`src/rtl/nes_mem_pkg.sv`:
```
// Shared memory-map definitions for the NES-style memory subsystem:
// the sprite-DMA state encoding, the DMA trigger register address and
// the size of the sprite attribute memory.
package nes_mem_pkg;

  typedef enum logic [2:0] {
    IDLE  = 3'd0,
    HALT  = 3'd1,
    ALIGN = 3'd2,
    READ  = 3'd3,
    WRITE = 3'd4,
    DONE  = 3'd5
  } dma_state_t;

  localparam logic [15:0] OAM_DMA_REG = 16'h4014;
  localparam int          OAM_SIZE    = 256;

endpackage

```
`src/rtl/wr_edge_det.sv`:
```
// Rising-edge detector for the CPU write strobe.  The detector stays
// disarmed after reset until the strobe has been seen low once, so a
// strobe held high across reset cannot fire a trigger.
module wr_edge_det (
  input  logic clk,
  input  logic reset,
  input  logic we,
  output logic rise
);

  logic prev_we;
  logic armed;

  // Remember last cycle's strobe and arm once the strobe has been low.
  always_ff @(posedge clk or posedge reset) begin
    if (reset) begin
      prev_we <= 1'b0;
      armed   <= 1'b0;
    end else begin
      prev_we <= we;
      if (!we) begin
        armed <= 1'b1;
      end
    end
  end

  assign rise = we & ~prev_we & armed;

endmodule

```
`src/rtl/oam_dma_engine.sv`:
```
// Sprite (OAM) DMA engine.  A CPU write to DMA_REG halts the CPU and
// copies XFER_LEN bytes from page {cpu_wdata, 8'h00} into OAM starting
// at the current OAMADDR, one read/write pair per two cycles, with an
// optional alignment cycle so that every read lands on an even cycle.
module oam_dma_engine
  import nes_mem_pkg::*;
#(
  parameter logic [15:0] DMA_REG  = OAM_DMA_REG,
  parameter int          XFER_LEN = OAM_SIZE
) (
  input  logic        clk,
  input  logic        reset,
  input  logic [15:0] cpu_addr,
  input  logic        cpu_we,
  input  logic [7:0]  cpu_wdata,
  input  logic [7:0]  oam_base,
  input  logic [7:0]  ram_rdata,
  output logic        dma_active,
  output logic [15:0] dma_addr,
  output logic        dma_rd,
  output logic [7:0]  oam_addr,
  output logic [7:0]  oam_wdata,
  output logic        oam_we,
  output logic        dma_done
);

  localparam logic [8:0] LAST_IDX = 9'(XFER_LEN - 1);

  dma_state_t state_r;
  dma_state_t state_next;
  logic [8:0] idx_r;
  logic [8:0] idx_next;
  logic [7:0] page_r;
  logic [7:0] page_next;
  logic       cyc_odd_r;
  logic       we_rise;
  logic       trigger;

  wr_edge_det u_wr_edge_det (
    .clk   (clk),
    .reset (reset),
    .we    (cpu_we),
    .rise  (we_rise)
  );

  assign trigger = we_rise && (cpu_addr == DMA_REG);

  // Free-running cycle parity used to align reads onto even cycles.
  always_ff @(posedge clk or posedge reset) begin
    if (reset) begin
      cyc_odd_r <= 1'b0;
    end else begin
      cyc_odd_r <= ~cyc_odd_r;
    end
  end

  // State, byte index and source page registers.
  always_ff @(posedge clk or posedge reset) begin
    if (reset) begin
      state_r <= IDLE;
      idx_r   <= 9'd0;
      page_r  <= 8'd0;
    end else begin
      state_r <= state_next;
      idx_r   <= idx_next;
      page_r  <= page_next;
    end
  end

  // Next-state logic and per-state bus outputs; outputs idle at zero.
  always_comb begin
    state_next = state_r;
    idx_next   = idx_r;
    page_next  = page_r;
    dma_active = 1'b0;
    dma_addr   = 16'd0;
    dma_rd     = 1'b0;
    oam_addr   = 8'd0;
    oam_wdata  = 8'd0;
    oam_we     = 1'b0;
    dma_done   = 1'b0;

    case (state_r)
      IDLE: begin
        if (trigger) begin
          state_next = HALT;
          page_next  = cpu_wdata;
          idx_next   = 9'd0;
        end else begin
          state_next = IDLE;
        end
      end

      HALT: begin
        dma_active = 1'b1;
        // An odd HALT cycle means the next cycle is already even.
        if (cyc_odd_r) begin
          state_next = READ;
        end else begin
          state_next = ALIGN;
        end
      end

      ALIGN: begin
        dma_active = 1'b1;
        state_next = READ;
      end

      READ: begin
        dma_active = 1'b1;
        dma_rd     = 1'b1;
        dma_addr   = {page_r, idx_r[7:0]};
        state_next = WRITE;
      end

      WRITE: begin
        dma_active = 1'b1;
        oam_we     = 1'b1;
        oam_wdata  = ram_rdata;
        // OAMADDR is taken live each write; the sum wraps within OAM.
        oam_addr   = oam_base + idx_r[7:0];
        if (idx_r == LAST_IDX) begin
          state_next = DONE;
        end else begin
          idx_next   = idx_r + 9'd1;
          state_next = READ;
        end
      end

      DONE: begin
        dma_done   = 1'b1;
        state_next = IDLE;
      end

      default: begin
        state_next = IDLE;
      end
    endcase
  end

endmodule

```
`config.mk`:
```
export PLATFORM = sky130hd
export DESIGN_NAME = oam_dma_engine
export DESIGN_NICKNAME = d
export VERILOG_FILES = /design/src/rtl/nes_mem_pkg.sv /design/src/rtl/wr_edge_det.sv /design/src/rtl/oam_dma_engine.sv
export SDC_FILE = /design/constraint.sdc
export NUM_CORES = 1
export LEC_CHECK = 0
export ABC_CLOCK_PERIOD_IN_PS = 2100
export BUFFER_PORTS_ARGS = -buffer_cell sky130_fd_sc_hd__clkbuf_2
export CORE_MARGIN = 2
export CORE_UTILIZATION = 48
export CTS_BUF_LIST = sky130_fd_sc_hd__clkbuf_8
export CTS_CLUSTER_DIAMETER = 200
export DETAILED_ROUTE_END_ITERATION = 8
export PLACE_DENSITY = 0.86
export SYNTH_ARGS = -nofsm -noshare
export SYNTH_HDL_FRONTEND = slang
export SYNTH_SLANG_ARGS = --single-unit
export TNS_END_PERCENT = 1
```
`constraint.sdc`:
```
create_clock -name clk -period 2.1 [get_ports clk]
set_input_delay 0.315 -clock clk [delete_from_list [all_inputs] [get_ports clk]]
set_output_delay 0.315 -clock clk [all_outputs]
set_load 0.005 [all_outputs]
```
# Yosys cells after proc, flatten, opt, wreduce, memory -nomap -nowiden
# Index checks and enable logic that the tools add are counted.
[totals]
register_bits = 23
input_bits = 43
output_inout_bits = 36
elab_cells = 41
[op_classes]
eq_ne = 9
reduce_logical = 6
bitwise_logic = 4
mux = 14
add_sub_neg = 2
[op_table]
columns = ["op", "n"]
rows = [
  ["$mux W9", 2],
  ["$pmux W9 S2", 1],
  ["$eq A16 B15 Y1 const B", 1],
  ["$mux W16", 1],
  ["$mux W8", 2],
  ["$pmux W3 S5", 1],
  ["$add A9 B1 Y9 const B", 1],
  ["$eq A9 B8 Y1 const B", 1],
  ["$add A8 B8 Y8", 1],
  ["$eq A3 B2 Y1 const B", 2],
  ["$eq A3 B3 Y1 const B", 2],
  ["$mux W1", 6],
  ["$ne A2 B2 Y1 const B", 2],
  ["$reduce_or A4 Y1", 1],
  ["$eq A3 B1 Y1 const B", 1],
  ["$logic_not A3 Y1", 1],
  ["$mux W3", 1],
  ["$reduce_and A3 Y1", 1],
  ["$and A1 B1 Y1", 2],
  ["$not A1 Y1", 2],
  ["$reduce_and A2 Y1", 1],
  ["$reduce_bool A2 Y1", 1],
  ["$logic_and A1 B1 Y1", 1],
]

# Depth between registers and ports, before layout
# Gate-level depths: netlist (run 1).
[logic_depth]
depth_word = 6
depth_mapped = 8
ltp_nobuf = 7

# Cells and area by module
# From an unflattened synthesis (run 1), not the netlist that was laid out.
[hier_totals]
cells_unflattened = 179
hier_area_um2 = 1829.3
[by_module_without_submodules]
columns = ["module", "n_inst", "area_per_inst_um2", "cells_per_inst", "seq_area_each_um2"]
rows = [
  ["oam_dma_engine", 1, 1760.4, 174, 525.5],
  ["wr_edge_det", 1, 68.8, 5, 50.0],
]

# Worst setup path before layout (run 1)
# Ideal clock, no wire load.
[synth_path]
path_type = "register -> output"
start = "register idx_r[0]"
end = "output oam_addr[6]"
path_buffers = 0
t_arrival_ns = 1.617
path_stages_with_launch = 7
required_ns = 1.785
path_slack_ns = 0.168
path_cell_list = "dfrtp_1 > ha_1 > fa_1 > a21o_1 > a21oi_1 > nand4b_1 > nand3_1"
[synth_via]
elab_chain_cells = 2
[synth_lines]
columns = ["element", "line_no", "text"]
rows = [
  ["from (decl)", "oam_dma_engine.sv:31", "logic [8:0] idx_r;"],
  ["from (signal assigned)", "oam_dma_engine.sv:65", "idx_r <= idx_next;"],
  ["$add A8 B8 Y8", "oam_dma_engine.sv:121", "oam_addr = oam_base + idx_r[7:0];"],
  ["$mux W8", "oam_dma_engine.sv:83", "case (state_r)"],
  ["to (decl)", "oam_dma_engine.sv:21", "output logic [7:0] oam_addr,"],
]
# No other way between the ends.

# Final worst setup path (run 1)
# Ends and elaborated chain as after synthesis.

==> results.sh, run 1 <==
export IMPL_reg2reg_depth=9
export IMPL_clock_latency_ns=0.27
export IMPL_dpl_worst_slack_ns=0.00375
export IMPL_skew_ns=0.00269
export IMPL_drt_iter0_markers=70
export IMPL_htreeDepth=1
export IMPL_status="complete, but fails checks"
export IMPL_cts_buffers=3
export IMPL_slew_headroom_pct=68.5
export IMPL_drv_slew=0
export IMPL_rrSetupSlack_ns=0.01
export IMPL_viasPerCell=5.19
export IMPL_clockPowerShare_pct=11.5
export IMPL_clk_pin_slew_ns=0.08
export IMPL_std_cell_rows=21
export IMPL_critPathMaxStageDelay_ns=0.39
export IMPL_ys_warn_count=0
export IMPL_required_ns=1.78
export IMPL_tightest_slew_ns=0.466
export IMPL_yosysUniqueCellTypes=46
export IMPL_globalplace_congestion=0.898
export IMPL_hold_viol=0
export IMPL_syn_avg_cell_area_um2=9.43
export IMPL_cpMaxStageDelayCell="dfrtp_1"
export IMPL_crit_path_end_kind="output port"
export IMPL_finalCritPeriodShare_pct=104
export IMPL_r2r_start="idx_r[0]$_DFFE_PP0P_"
export IMPL_worst_path_buf_inv=1
export IMPL_irDropWorstVdd_uv=356
export IMPL_hp_class="input port to asynchronous set/reset pin"
export IMPL_p_seq_share_pct=29.5
export IMPL_ant_nets=0
export IMPL_yosysSeqAreaShare_pct=34.5
export IMPL_cp_max_fo=3
export IMPL_cellInternalPower_mw=1.40
export IMPL_post_route_drc_count=0
export IMPL_drt_total_wl_um=4170
export IMPL_antennaDiodeCount=0
export IMPL_grt_use_total_pct=22.5
export IMPL_maxCapViolCount=0
export IMPL_finalSetupViolCount=5
export IMPL_syn_num_nets=230
export IMPL_cts_sinks=23
export IMPL_ys_ff_latch=23
export IMPL_grt_max_degree=24
export IMPL_cp_arrival_ns=1.87
export IMPL_die_area_um2=3970
export IMPL_ios=79
export IMPL_nets=324
export IMPL_coreArea_um2=3340
export IMPL_critical_path_startpoint_type="register"
export IMPL_synth_edf_count=0
export IMPL_power_leakage_nw=1.18
export IMPL_finalNonFillerCells=316
export IMPL_layout_area_overhead_vs_synth_pct=39.2
export IMPL_tns_ns=-0.193
export IMPL_ys_async_sr_fraction_pct=100
export IMPL_die_y_um=63.0
export IMPL_grt_overflow_total=0
export IMPL_grt_pass1_wl_um=7140
export IMPL_cts_tree="done"
export IMPL_timing_fmax_ghz=0.458
export IMPL_r2r_end="idx_r[6]$_DFFE_PP0P_"
export IMPL_layout_setup_ws_ns=-0.0858
export IMPL_dr_pass1_iters=4
export IMPL_die_w_um=63.0
export IMPL_sw_frac_of_total_pct=41.9
export IMPL_crit_chain="ha_2 -> fa_2 -> a21o_1 -> a21oi_2 -> nand4b_1 -> nand3_1 -> clkbuf_2"
export IMPL_switchingPower_mw=1.01
export IMPL_antenna_found_initial=0
export IMPL_combPwrFrac_pct=58.9
export IMPL_synthCells=177
export IMPL_multi_input_area_um2=1080
export IMPL_min_period_ns=2.19
export IMPL_ys_flop_type="dfrtp_1"
export IMPL_critical_path_class="register to output port"
export IMPL_wl_per_cell_um=13.2
export IMPL_dpl_cell_count=311
export IMPL_violations="negative setup slack"
export IMPL_clock_path_buffers=2
export IMPL_synth_area_um2=1670
export IMPL_io_buffers=78
export IMPL_cts_root_buf="clkbuf_8"
export IMPL_fin_util_pct=69.6
export IMPL_detailroute_via_count=1640
export IMPL_drive_gt1_share_pct=47.4
export IMPL_powerDensity_nw_per_um2=1040
export IMPL_fill_cells=280
export IMPL_crit_family="adder cells"
export IMPL_cp_depth=7
export IMPL_grt_pass1_vias=1617
export IMPL_rsz0062_at_grt="yes"
export IMPL_ff_latch_area_um2=577
export IMPL_dp_hpwl_um=3240
export IMPL_start_util_pct=50.0
per-stage QoR:
stage / area (um^2) / hold slack [ns] / power [mW]
floorplan: 1670 / 0.317 / 1.53
global route: 2320 / 0.0888 / 2.64
detailed placement: 2200 / 0.357 / 2.02
finish: 2320 / 0.0530 / 2.42
CTS: 2290 / 0.0622 / 2.37
global placement: 2200 / 0.348 / 1.97
sequential cells by signal (all words and copies together) (netlist names):
| register | flops |
|---|---|
| u_wr_edge_det.armed | 1 |
| u_wr_edge_det.prev_we | 1 |
| state_r | 3 |
| idx_r | 9 |
| page_r | 8 |
| cyc_odd_r | 1 |
worst max path at each step:
stage	startpoint	end	slack, ns
6_report	idx_r[0]$_DFFE_PP0P_	oam_addr[6]	-0.09
5_1_grt	idx_r[0]$_DFFE_PP0P_	oam_addr[6]	-0.19
3_5_place_dp	oam_base[0]	oam_addr[6]	0.004
4_1_cts	idx_r[5]$_DFFE_PP0P_	oam_addr[6]	-0.10
3_3_place_gp	oam_base[0]	oam_addr[6]	0.03
2_1_floorplan	idx_r[0]$_DFFE_PP0P_	oam_addr[6]	0.17
kinds of logic (layout without fill, tap and decap cells):
logic type                 Yosys count  count (layout)  share of synthesized area [%]
muxes                               11              11                           8.55
DFF                                 23              23                           34.5
buffers and inverters               14             107                           4.72
xor gates and xnor gates             7               7                           3.67
AOI/OAI and AO/OA                   32              32                           12.7
and+or+nand+nor                     80              80                           28.0
adders and majority gates           10              10                           7.95
cell usage in the layout (no fill, tap or decap), types with 4 or more instances in the layout:
cell type / n
dfrtp_1: 22
buf_4: 14
clkbuf_2: 78
a21oi_1: 6
inv_1: 8
nor3_1: 6
nand3_1: 4
nand2_1: 14
nor2_1: 8
a31oi_1: 4
mux2_4: 6
and2_1: 24
xnor2_1: 5
o21ai_0: 4
power by group through the flow:
stage,clock network [mW],registers [mW],logic (mW)
finish,0.279,0.714,1.42
global route,0.304,0.737,1.60
CTS,0.284,0.704,1.38
detailed placement,0,0.704,1.31
global placement,0,0.697,1.27
floorplan,0,0.694,0.839
cell usage after synthesis, drive strengths merged (4+ instances only):
master / number / area [um^2]
a31oi: 4 / 25.0
xnor2: 5 / 43.8
nor3: 7 / 35.0
dfrtp: 23 / 576
nor2: 10 / 42.5
nand2: 14 / 52.6
a21oi: 8 / 40.0
and2: 24 / 150
mux2: 8 / 113
ha: 9 / 113
buf: 4 / 41.3
nand3: 4 / 20.0
o21ai: 6 / 41.3
inv: 9 / 33.8
area by class of cell:
type	count	area share, %
clock buffers	3	1.78
inverters	9	1.45
well taps	46	2.48
flip-flops and latches	23	24.8
repair buffers	94	22.7
clock inverters	1	0.215
multi-input cells	140	46.6
what timing repair did:
item,in CTS,in global routing
pin swaps,3,1
hold buffers,0,0
resized for setup,11,5
setup endpoints to repair,15,23
setup buffers,1,0
per-layer routing:
metal	vias to the layer above	GRT usage (%)	share of wire, %
met4	0	8.61	1.7
met5	-	0	0
met3	6	3.60	6.0
li1	809	-	-
met1	764	25.9	40
met2	61	41.4	53
worst register-to-register path, cell delays in order, from the launching register on:
cell and delay, ns:
dfrtp_1 0.39, buf_4 0.13, buf_4 0.14, ha_2 0.20, nand3_1 0.12, nor3_2 0.06
ha_2 0.21, or4_1 0.51, o211ai_1 0.11, o2bb2ai_1 0.14
Power figures use the tool's default switching activity.
==> run 2, diff against run 1 <==
--- a/config.mk
+++ b/config.mk
@@ -8,12 +8,15 @@
 export ABC_CLOCK_PERIOD_IN_PS = 2100
 export BUFFER_PORTS_ARGS = -buffer_cell sky130_fd_sc_hd__clkbuf_2
 export CORE_MARGIN = 2
-export CORE_UTILIZATION = 48
+export CORE_UTILIZATION = 49
 export CTS_BUF_LIST = sky130_fd_sc_hd__clkbuf_8
 export CTS_CLUSTER_DIAMETER = 200
+export CTS_CLUSTER_SIZE = 25
 export DETAILED_ROUTE_END_ITERATION = 8
+export GPL_ROUTABILITY_DRIVEN = 0
 export PLACE_DENSITY = 0.86
 export SYNTH_ARGS = -nofsm -noshare
 export SYNTH_HDL_FRONTEND = slang
+export SYNTH_HIERARCHICAL = 1
 export SYNTH_SLANG_ARGS = --single-unit
 export TNS_END_PERCENT = 1
==> results.sh, run 2 <==
export IMPL_crit_chain="ha_2 -> fa_2 -> a21o_1 -> a21oi_2 -> nand4b_1 -> nand3_1 -> clkbuf_2"
export IMPL_ff_latch_area_um2=581
export IMPL_drt_iter0_markers=66
export IMPL_crit_path_end_kind="output port"
export IMPL_multi_input_area_um2=1170
export IMPL_min_from="cpu_we"
export IMPL_synth_compound_area_share_pct=11.4
export IMPL_reg2reg_depth=8
export IMPL_tightest_slew_ns=0.806
export IMPL_critical_path_class="register to output port"
export IMPL_synth_simple_area_share_pct=29.5
export IMPL_crit_family="adder cells"
export IMPL_drt_total_wl_um=3920
export IMPL_powerDensity_nw_per_um2=360
export IMPL_std_cell_rows=22
export IMPL_grt_util_met3_pct=3.08
export IMPL_synth_area_um2=1830
export IMPL_cp_max_fo=3
export IMPL_yosysSeqAreaShare_pct=31.5
export IMPL_hold_path_depth=1
export IMPL_min_to="u_wr_edge_det/prev_we$_DFF_PP0_"
export IMPL_post_cts_buffers=0
export IMPL_synth_area_leaders="dfrtp_1, and2_1, ha_1, mux2_4, o21ai_0"
export IMPL_irDropWorstVdd_uv=316
export IMPL_die_area_um2=4240
export IMPL_dpl_worst_slack_ns=-0.0116
export IMPL_cp_arrival_ns=1.88
export IMPL_cpMaxStageDelayCell="dfrtp_1"
export IMPL_finalCritPeriodShare_pct=105
export IMPL_r2r_end="idx_r[6]$_DFFE_PP0P_"
export IMPL_violations="negative setup slack"
export IMPL_antenna_found_initial=0
export IMPL_dr_pass1_iters=4
export IMPL_netlist_top_cells_count="and2_1, dfrtp_1, nand2_1"
export IMPL_post_route_drc_count=0
export IMPL_cts_tree="done"
export IMPL_layout_area_overhead_vs_synth_pct=30.3
export IMPL_critical_path_startpoint_type="register"
export IMPL_wl_per_cell_um=12.6
export IMPL_hp_class="input port to register"
export IMPL_ys_ff_latch=23
export IMPL_synthCells=179
export IMPL_worst_path_buf_inv=1
export IMPL_grt_pass1_wl_um=6710
export IMPL_critPathMaxStageDelay_ns=0.38
export IMPL_coreArea_um2=3630
export IMPL_syn_avg_cell_area_um2=10.2
export IMPL_nets=316
export IMPL_finalInstanceArea_um2=2380
export IMPL_synth_top_family_by_area="simple AND/OR/NAND/NOR gates"
export IMPL_power_leakage_nw=1.17
export IMPL_grt_busiest_layer="met2"
export IMPL_final_common_cell="clkbuf_2"
export IMPL_postPlaceCellArea_um2=2250
export IMPL_dp_hpwl_um=3070
export IMPL_clock_path_buffers=2
export IMPL_synth_edf_count=0
export IMPL_timing_fmax_ghz=0.455
export IMPL_grt_use_total_pct=19.9
export IMPL_required_ns=1.78
export IMPL_layout_setup_ws_ns=-0.0956
export IMPL_slew_headroom_pct=46.2
export IMPL_synth_mux_area_share_pct=8.00
export IMPL_clock_latency_ns=0.26
export IMPL_ios=79
export IMPL_ys_flop_type="dfrtp_1"
export IMPL_min_period_ns=2.20
export IMPL_grt_max_degree=22
export IMPL_r2r_start="idx_r[0]$_DFFE_PP0P_"
export IMPL_rsz0062_at_grt="yes"
export IMPL_synthAdderAreaFrac_pct=7.25
export IMPL_detailroute_via_count=1608
export IMPL_cts_root_buf="clkbuf_8"
export IMPL_synth_top_area_share_pct=31.5
export IMPL_grt_pass1_vias=1562
export IMPL_rrSetupSlack_ns=0.08
export IMPL_drv_slew=0
export IMPL_grt_use_met1_pct=24.0
export IMPL_use_met2_pct=37.1
export IMPL_skew_ns=0.00222
export IMPL_finalNonFillerCells=310
export IMPL_ant_nets=0
export IMPL_ys_warn_count=6
export IMPL_io_buffers=78
export IMPL_clk_pin_slew_ns=0.08
export IMPL_viasPerCell=5.19
export IMPL_synth_xor_area_share_pct=3.83
export IMPL_fill_cells=304
export IMPL_synth_top_area_cell="dfrtp_1"
export IMPL_start_util_pct=50.3
export IMPL_grt_overflow_total=0
export IMPL_top_register="idx_r"
export IMPL_largest_register_ffs=9
export IMPL_syn_num_nets=232
export IMPL_maxCapViolCount=0
export IMPL_yosysMostFrequentCell="and2_1"
export IMPL_cts_buffers=3
export IMPL_die_y_um=65.1
export IMPL_finalSetupViolCount=3
export IMPL_hold_viol=0
export IMPL_antennaDiodeCount=0
export IMPL_yosysUniqueCellTypes=52
export IMPL_layout_common_cells="clkbuf_2, and2_1, dfrtp_1"
export IMPL_drive_gt1_share_pct=47.7
export IMPL_reg_top3="idx_r: 9 flops, page_r: 8 flops, state_r: 3 flops"
export IMPL_die_w_um=65.1
export IMPL_dpl_cell_count=305
export IMPL_status="complete, but fails checks"
export IMPL_cts_sinks=23
export IMPL_ys_async_sr_fraction_pct=100
export IMPL_htreeDepth=1
run 2: cell count changes after synthesis, sizes merged, moves of 2 or more:
cell	delta
a21oi	-4
a41oi	+2
or2	-3
o21ai	+6
buf	+5
o211ai	-3
nor2	-2
a31oi	-2
nor3	-3
run 2: kinds of logic (layout without fill, tap and decap cells):
group / after synthesis / after routing
xor+xnor: 8 / 8
mux: 11 / 11
fa+ha+maj: 10 / 10
buf+inv: 20 / 103
compound gates: 31 / 31
simple gates: 76 / 76
flops: 23 / 23
run 2: final cells by class:
cell class	instances	area share [%]
multi-input cells	136	49.0
flip-flops and latches	23	24.4
repair buffers	89	20.5
well taps	48	2.52
inverters	10	1.78
clock buffers	3	1.73
clock inverters	1	0.157
run 2: through the flow:
step / hold WS (ns) / TNS, ns / utilization [%] / total power, mW
final: 0.187 / -0.212 / 65.6 / 0.859
after global routing: 0.191 / -0.572 / 65.6 / 0.905
after CTS: 0.173 / -0.182 / 65.6 / 0.875
after detailed placement: 0.160 / -0.0116 / 62.0 / 0.589
after global placement: 0.158 / 0 / 62.0 / 0.586
after floorplan: 0.0562 / 0 / - / 0.517
run 2: worst register-to-register path, delay by kind of cell, from the launching register on:
family	cells	cell delay, ns
and+or+nand+nor	3	0.67
adders and majority gates	2	0.44
DFF	1	0.38
AOI/OAI and AO/OA	2	0.28
buffers and inverters	1	0.15
run 2: layer usage:
metal / routed length (um) / share of wire (%)
met1: 1640 / 42
met2: 1970 / 50
met3: 279 / 7.1
met4: 30 / 0.77
met5: 0 / 0
run 2: report_power, final:
part           switching (mW)  internal [mW]
logic                  0.0661         0.0808
clock network           0.138          0.131
registers            0.000170          0.443
total                   0.204          0.655
run 2: worst max path at each step:
stage / depth (start not counted) / from / slack [ns] / to
final: 7 / idx_r[0]$_DFFE_PP0P_ / -0.1 / oam_addr[6]
after global placement: 8 / oam_base[0] / 0.01 / oam_addr[6]
after floorplan: 6 / idx_r[0]$_DFFE_PP0P_ / 0.20 / oam_addr[6]
after global routing: 7 / idx_r[0]$_DFFE_PP0P_ / -0.19 / oam_addr[6]
after CTS: 7 / idx_r[0]$_DFFE_PP0P_ / -0.1 / oam_addr[6]
after detailed placement: 8 / oam_base[0] / -0.01 / oam_addr[6]
run 2: repair_timing:
action | in CTS | in global routing
setup endpoints to repair | 15 | 5
endpoints found under the hold margin | 2 | 0
gates resized for setup | 14 | 1
hold buffers | 1 | 0
pin swaps | 2 | 0
